--- config.mk ---
export PLATFORM = sky130hd
export DESIGN_NAME = bitstream_decoder
export DESIGN_NICKNAME = d
export VERILOG_FILES = /design/src/rtl/bitstream_decoder.sv
export SDC_FILE = /design/constraint.sdc
export NUM_CORES = 1
export LEC_CHECK = 0
export ABC_CLOCK_PERIOD_IN_PS = 3600
export CORE_ASPECT_RATIO = 1.25
export CORE_UTILIZATION = 50
export DETAILED_ROUTE_END_ITERATION = 16
export GPL_ROUTABILITY_DRIVEN = 0
export PLACE_DENSITY = 0.79
export REMOVE_ABC_BUFFERS = 1
export SYNTH_ARGS = -nofsm -noshare
export SYNTH_HDL_FRONTEND = slang
export SYNTH_SLANG_ARGS = --single-unit
--- constraint.sdc ---
create_clock -name clk -period 3.6 [get_ports clk]
set_input_delay 0.9 -clock clk [delete_from_list [all_inputs] [get_ports clk]]
set_output_delay 0.9 -clock clk [all_outputs]
set_load 0.01 [all_outputs]
--- src/rtl/bitstream_decoder.sv ---
// bitstream_decoder: serial packet receiver that checks the PID byte and presents decoded fields with valid/error pulses
module bitstream_decoder #(
  parameter int ADDR_W = 7,
  parameter int ENDP_W = 4,
  parameter int DATA_W = 64
) (
  input  logic              clk,
  input  logic              rst,
  input  logic              inb,
  input  logic              receiving,
  input  logic              pause,
  output logic              pkt_valid,
  output logic [3:0]        pid,
  output logic [ADDR_W-1:0] addr,
  output logic [ENDP_W-1:0] endp,
  output logic [DATA_W-1:0] data,
  output logic              pkt_err,
  output logic [1:0]        err_code
);
  typedef enum logic [2:0] {IDLE, RX_PID, RX_ADDR, RX_ENDP, RX_DATA, DONE, ERR, WAIT_END} state_t;
  localparam int AI = $clog2(ADDR_W);
  localparam int EI = $clog2(ENDP_W);
  localparam int DI = $clog2(DATA_W);
  state_t state, nxt;
  logic [6:0] cnt;
  logic [7:0] pid_r, p_full;
  logic [ADDR_W-1:0] addr_r, a_full;
  logic [ENDP_W-1:0] endp_r, e_full;
  logic [DATA_W-1:0] data_r, d_full;
  logic [1:0] ecode;
  logic acc, tok, dat, hs, good;
  assign acc = receiving & ~pause;
  assign pkt_valid = state == DONE;
  assign pkt_err = state == ERR;
  // field registers with the bit arriving this cycle already merged in
  always_comb begin
    p_full = pid_r;
    a_full = addr_r;
    e_full = endp_r;
    d_full = data_r;
    if (acc && (state == IDLE || state == RX_PID)) p_full[cnt[2:0]] = inb;
    if (acc && state == RX_ADDR) a_full[cnt[AI-1:0]] = inb;
    if (acc && state == RX_ENDP) e_full[cnt[EI-1:0]] = inb;
    if (acc && state == RX_DATA) d_full[cnt[DI-1:0]] = inb;
  end
  assign tok = p_full[3:0] == 4'b0001 || p_full[3:0] == 4'b1001;
  assign dat = p_full[3:0] == 4'b0011;
  assign hs = p_full[3:0] == 4'b0010 || p_full[3:0] == 4'b1010;
  assign good = p_full[7:4] == ~p_full[3:0];
  always_comb begin
    nxt = state;
    ecode = 2'b00;
    case (state)
      IDLE: nxt = receiving ? RX_PID : IDLE;
      RX_PID:
        if (!receiving) begin
          nxt = ERR;
          ecode = 2'b11;
        end else if (acc && cnt == 7'd7) begin
          nxt = !good ? ERR : tok ? RX_ADDR : dat ? RX_DATA : hs ? DONE : ERR;
          ecode = !good ? 2'b01 : 2'b10;
        end
      RX_ADDR: begin
        nxt = !receiving ? ERR : (acc && cnt == 7'(ADDR_W - 1)) ? RX_ENDP : RX_ADDR;
        ecode = 2'b11;
      end
      RX_ENDP: begin
        nxt = !receiving ? ERR : (acc && cnt == 7'(ENDP_W - 1)) ? DONE : RX_ENDP;
        ecode = 2'b11;
      end
      RX_DATA: begin
        nxt = !receiving ? ERR : (acc && cnt == 7'(DATA_W - 1)) ? DONE : RX_DATA;
        ecode = 2'b11;
      end
      DONE: nxt = WAIT_END;
      ERR: nxt = WAIT_END;
      WAIT_END: nxt = receiving ? WAIT_END : IDLE;
      default: nxt = IDLE;
    endcase
  end
  always_ff @(posedge clk) begin
    if (rst) begin
      state <= IDLE;
      cnt <= '0;
      pid_r <= '0;
      addr_r <= '0;
      endp_r <= '0;
      data_r <= '0;
      err_code <= 2'b00;
      pid <= '0;
      addr <= '0;
      endp <= '0;
      data <= '0;
    end else begin
      state <= nxt;
      cnt <= state == IDLE ? {6'd0, acc} : nxt != state ? '0 : cnt + {6'd0, acc};
      pid_r <= p_full;
      addr_r <= a_full;
      endp_r <= e_full;
      data_r <= d_full;
      if (nxt == ERR) err_code <= ecode;
      if (nxt == DONE) begin
        pid <= p_full[3:0];
        addr <= tok ? a_full : '0;
        endp <= tok ? e_full : '0;
        data <= dat ? d_full : '0;
      end
    end
  end
endmodule

Yosys cells after proc, flatten, opt, wreduce, memory -nomap -nowiden

Index checks and enable logic that the tools add are counted.

Latch bits: 0
Memory bits (read-only): 0
Logic and storage cells: 98
Memories: 0
Register bits: 174
Bits in writable memories: 0

Div/mod/pow operators: 0
Shifts and indexed selects: 0
Mux-type cells: 38
Eq/ne operators: 20
Bitwise logic cells: 3
Add/sub/neg operators: 1
Order comparisons: 6
$mul: 0
Reduce and logical (&&, ||, !) cells: 18

Operators by type and width:

| operator                                                           | number |
|---|---|
| two-way mux 64 bit                                                 | 2 |
| bitwise mux 64 bit                                                 | 1 |
| two-way mux 3 bit                                                  | 8 |
| one-hot mux 3 bit (7 select lines)                                 | 1 |
| == test 3 bit (second input constant)                              | 6 |
| == test 7 x 3 -> 1 bit (second input constant)                     | 2 |
| two-way mux 7 bit                                                  | 2 |
| two-way mux 2 bit                                                  | 6 |
| logical AND 1 bit                                                  | 11 |
| bitwise mux 8 bit                                                  | 1 |
| == test 4 x 2 -> 1 bit (second input constant)                     | 2 |
| == test 4 bit (second input constant)                              | 2 |
| two-way mux 1 bit                                                  | 8 |
| two-way mux 4 bit                                                  | 2 |
| two-way mux 8 bit                                                  | 1 |
| adder 7 x 1 -> 7 bit                                               | 1 |
| bitwise mux 7 bit                                                  | 1 |
| == test 7 x 2 -> 1 bit (second input constant)                     | 1 |
| == test 7 x 6 -> 1 bit (second input constant)                     | 1 |
| less-than comparator 6 x 7 -> 1 bit (second input constant)        | 1 |
| demux 1 bit (select 6 bit)                                         | 1 |
| == test 3 x 2 -> 1 bit (second input constant)                     | 2 |
| greater-or-equal comparator 6 x 1 -> 1 bit (second input constant) | 1 |
| OR reduction 3 bit                                                 | 2 |
| 18 further kinds                                                   | 20 |

Logic depth before layout (Yosys ltp)

Word-level depth: 18
Depth in mapped cells: 12
Depth with buffers taken out: 8

Least setup slack after synthesis

OpenSTA, ideal clock, no wires.

Path type: input to register
From: input pause
To: register pid[0]
Arrival time: 3562 ps
Cell stages on the path: 9
Path buffers: 3
Data required time: 3477 ps
Path slack: -85 ps
Cell sequence: or4b_1 -> clkbuf_1 -> or4_1 -> a21oi_1 -> a31oi_1 -> or4b_1 -> buf_2 -> buf_6 -> mux2_1

Word-level cells in the longest chain between the ends: 14
Elaborated cells on any way between the ends: 31
Those cells by class: eq/ne: 7; mux: 14; bitwise: 3; reduce/logical: 7

RTL lines:

| item                                                    | RTL line | RTL |
|---|---|---|
| start, declared                                         | 11       | `input logic pause,` |
| inverter 1 bit (*)                                      | 32       | `assign acc = receiving & ~pause;` |
| bitwise AND 1 bit (*)                                   | 32       |  |
| logical AND 1 bit                                       | 41       | `if (acc && (state == IDLE \|\| state == RX_PID)) p_full[cnt[2:0]] = inb;` |
| two-way mux 8 bit                                       | 41       |  |
| == test 4 x 2 -> 1 bit or == test 4 bit (tied branches) | 48       | `assign hs = p_full[3:0] == 4'b0010 \|\| p_full[3:0] == 4'b1010;` |
| logical OR 1 bit                                        | 48       |  |
| two-way mux 2 bit (2 in series)                         | 60       | `nxt = !good ? ERR : tok ? RX_ADDR : dat ? RX_DATA : hs ? DONE : ERR;` |
| two-way mux 3 bit (2 in series)                         | 60       |  |
| two-way mux 3 bit                                       | 59       | `end else if (acc && cnt == 7'd7) begin` |
| two-way mux 3 bit                                       | 56       | `if (!receiving) begin` |
| one-hot mux 3 bit (7 select lines)                      | 53       | `case (state)` |
| == test 3 bit                                           | 102      | `if (nxt == DONE) begin` |
| end signal, assigned                                    | 103      | `pid <= p_full[3:0];` |
| end, declared                                           | 13       | `output logic [3:0] pid,` |

Mark *: on every way between the ends. The rest lies on a longest branch, timed or not.
A chain may end at the register's enable or synchronous reset.

Worst setup path in the final report

From: input pause
To: register pid[2]

Same word-level chain as after synthesis.

==> metrics.md <==
| Metric | Value |
|---|---|
| TritonCTS Buffers | 17 |
| Gr usage total | roughly a quarter |
| Pre-CTS WS | -0.5601 ns |
| Slew Limit Fails | 0 |
| Post-synthesis xor/xnor area fraction | under 10% |
| Rows | 51 |
| Power per cell area | between 400 and 500 nW/um2 |
| Min Hold Slack | ~0.46 ns |
| DP Area | between 9000 and 10,000 um2 |
| FFs w/ async S/R, synth | 0% |
| Fmax | approximately 0.29 GHz |
| Pwr Total | ~4000 uW |
| H-tree depth | 4 |
| Final ANT Viol Nets | 0 |
| DRT Pass-1 Iters | 5 |
| Initial antenna violation count | 0 |
| Crit-path slowest cell | or4b_2 |
| CTS Hold Bufs | 0 |
| # diodes | 0 |
| Final nets | 1,065 |
| Yosys reg bits | about 170 |
| WL/cell | 15.41 um |
| IO Pins | 88 |
| Iter 0 DRT Violations | approximately 440 |
| Synth area leader | dfxtp_1 |
| Die height | 143.6 um |
| Max Fanout on Critical Path | 10 |
| Slew HR | 32.68% |
| Post-synth EDFFs | 0 |
| Worst setup path category | input port to register |
| Final setup vio count | 0 |
| Average size of a mapped cell | 8.281 um2 |
| Multiplexer area fraction after synthesis | about 14% |
| Core Region | ~16,000 um2 |
| Compound-Gate Fraction of Synth Area | under 10% |
| Via count | ~7,000 |
| CTS tree | built |
| Outcome | completed |
| Clock transition time at the flip-flop clock pins of the worst setup and hold paths | approximately 0.07 ns |
| Clock Sinks | around 170 |
| Slowest stage delay, CP | between 0.7 and 0.8 ns |
| CP cell instances | dlygate4sd2_1, or4b_4, buf_4, nor3_1, nand2_1, a2111oi_2, a21boi_1, or4b_2, mux2_1 |
| Share of cells above drive strength 1 | between 10% and 20% |
| Area growth from synthesis to final layout | 24.34% |
| Simple-Gate Fraction of Synth Area | approximately 27% |
| CP endpoint kind | register |
| Maximum capacitance violations | 0 |
| # DRC | 0 |
| RSZ-0062 raised after global routing | false |
| Share of the synthesized area in the top cell type | between 40% and 50% |
| Vias per cell | between 5 and 6 |
| Initial core utilization | a little over 50% |
| Peak supply drop | ~0.00026 V |
| Root Buffer | clkbuf_16 |
| Slew @ Worst Pin | slightly above 1 ns |
| Die width | between 100 and 150 um |
| Internal reg-to-reg setup slack | between 0.2 and 0.25 ns |
| Final period utilization | 97.45% |
| Routed wire length | 19,770 um |
| Grt ovf | 0 |
| Cell variety after synth | 57 |
| CP required | roughly 3.9 ns |
| Sequential area share after synthesis | 43.41% |
| Die ar. | 16,560 um2 |
| Most frequent cells in the layout | nand2_1, dfxtp_1, mux2i_1 |
| Top FF cell, synth | dfxtp_1 |
| Vias in the first global route | between 6,000 and 7,000 |
| Critical Path Source Type | input port |
| Fin util | a little under two thirds |
| Clock Skews | 0.009895 ns |
| Final setup margin | 0.09166 ns |
| Largest net degree at the start of global routing | slightly above 100 |
| DPL Wire Length | about 13,000 um |
| Min-Delay Path Class | register to register |
| Largest family of logic cells by synthesized area | simple AND/OR/NAND/NOR gates |
| CTS max path bufs | 2 |
| Min Tclk post-route | ~3.5 ns |
| First-pass GRT wire length | 32,120 um |
| CP Data Arrival Time | 3.82 ns |
| Clock network latency to the later pin of the worst-skew pair | 0.43 ns |
| Final count of hold timing violations | 0 |
| Design Area, Final | about 10000 um2 |
| Syn Inst Count | 969 |
| Top cells by area, synth | dfxtp_1, mux2i_1, nand2_1 |
| Synth Cell Area | roughly 8000 um2 |
| Leakage | approximately 0.0037 uW |
| YS warnings | 0 |
| Synthesized-area fraction occupied by adder cells | less than 1% |
| # port buffers | 87 |
final cells by class:
type | count | area (um2)
Tap cell | 212 | 265.3
Multi-Input combinational cell | 706 | 4244
Fill cell | 1285 | 5657
Inverter | 4 | 15.01
Sequential cell | 174 | 3483
Timing Repair Buffer | 155 | 1425
Clock inverter | 10 | 80.08
Clock buffer | 22 | 464.2
cells in the mapped netlist, types with 4 or more instances:
cell type	count
a21oi_1	67
mux2_1	4
inv_1	4
xnor2_1	10
nor3b_1	8
nor4_1	10
dfxtp_1	174
buf_2	11
nor3_1	8
mux2i_1	106
nand3_1	45
clkbuf_1	66
nand2b_1	82
xor2_1	5
o21ai_0	35
and3b_1	4
nor2_1	81
nand2_1	174
nor2b_1	8
buf_1	6
nor4b_1	5
kinds of logic (layout without fill, tap and decap cells):
| logic type | count (synthesis) | in the layout |
|---|---|---|
| AND/OR/NAND/NOR | 451 | 452 |
| flip-flops | 174 | 174 |
| AO/OA/AOI/OAI | 126 | 126 |
| multiplexers | 111 | 111 |
| buffers and inverters | 90 | 191 |
| XOR/XNOR | 15 | 15 |
| adder cells (fa/ha/maj) | 2 | 2 |
state kept, by name, summed over array words and instances, names as in the netlist:
register and cells:
cnt 7, pid 4, err_code 2, state 3, endp 4, pid_r 8
addr_r 7, endp_r 4, addr 7, data 64, data_r 64
power by group:
part           internal (uW)  switching [uW]
registers               1930            9.29
logic                    141             195
clock network            928             788
total                   3000             993
final timing paths:
check	from	endpoint	cells after the start
setup / recovery	pause	pid[2]	9
hold / removal	data_r[19]	data_r[19]	2
setup reg to reg	cnt[1]	pid[2]	8
hold reg to reg	data_r[19]	data_r[19]	2
routing by layer:
metal / share of wire [%] / global-route usage [%]
met3: 4.7 / 4.555
met4: 3.2 / 11.35
met5: 0 / 0
met1: 42 / 30.76
met2: 50 / 41.10
metrics by stage:
step | setup TNS (ns) | cells
after floorplan | -187.61 | 883
after global placement | -35.24 | 1247
after detailed placement | -39.25 | 1247
after CTS | 0 | 1283
after global routing | 0 | 1283
final | 0 | 1283
repair_timing:
item / 4_1_cts / 5_1_grt
buffers inserted: 3 / 0
endpoints found under the setup margin: 79 / 8
pin swaps: 1 / 0
cloned: 1 / 0
resized for setup: 8 / 2
critical path: cells and delay by family:
| family | cells | cell delay, ns |
|---|---|---|
| buf+inv | 2 | 0.45 |
| simple gates | 4 | 1.58 |
| mux | 1 | 0.35 |
| compound gates | 2 | 0.55 |
Power figures use the tool's default switching activity.
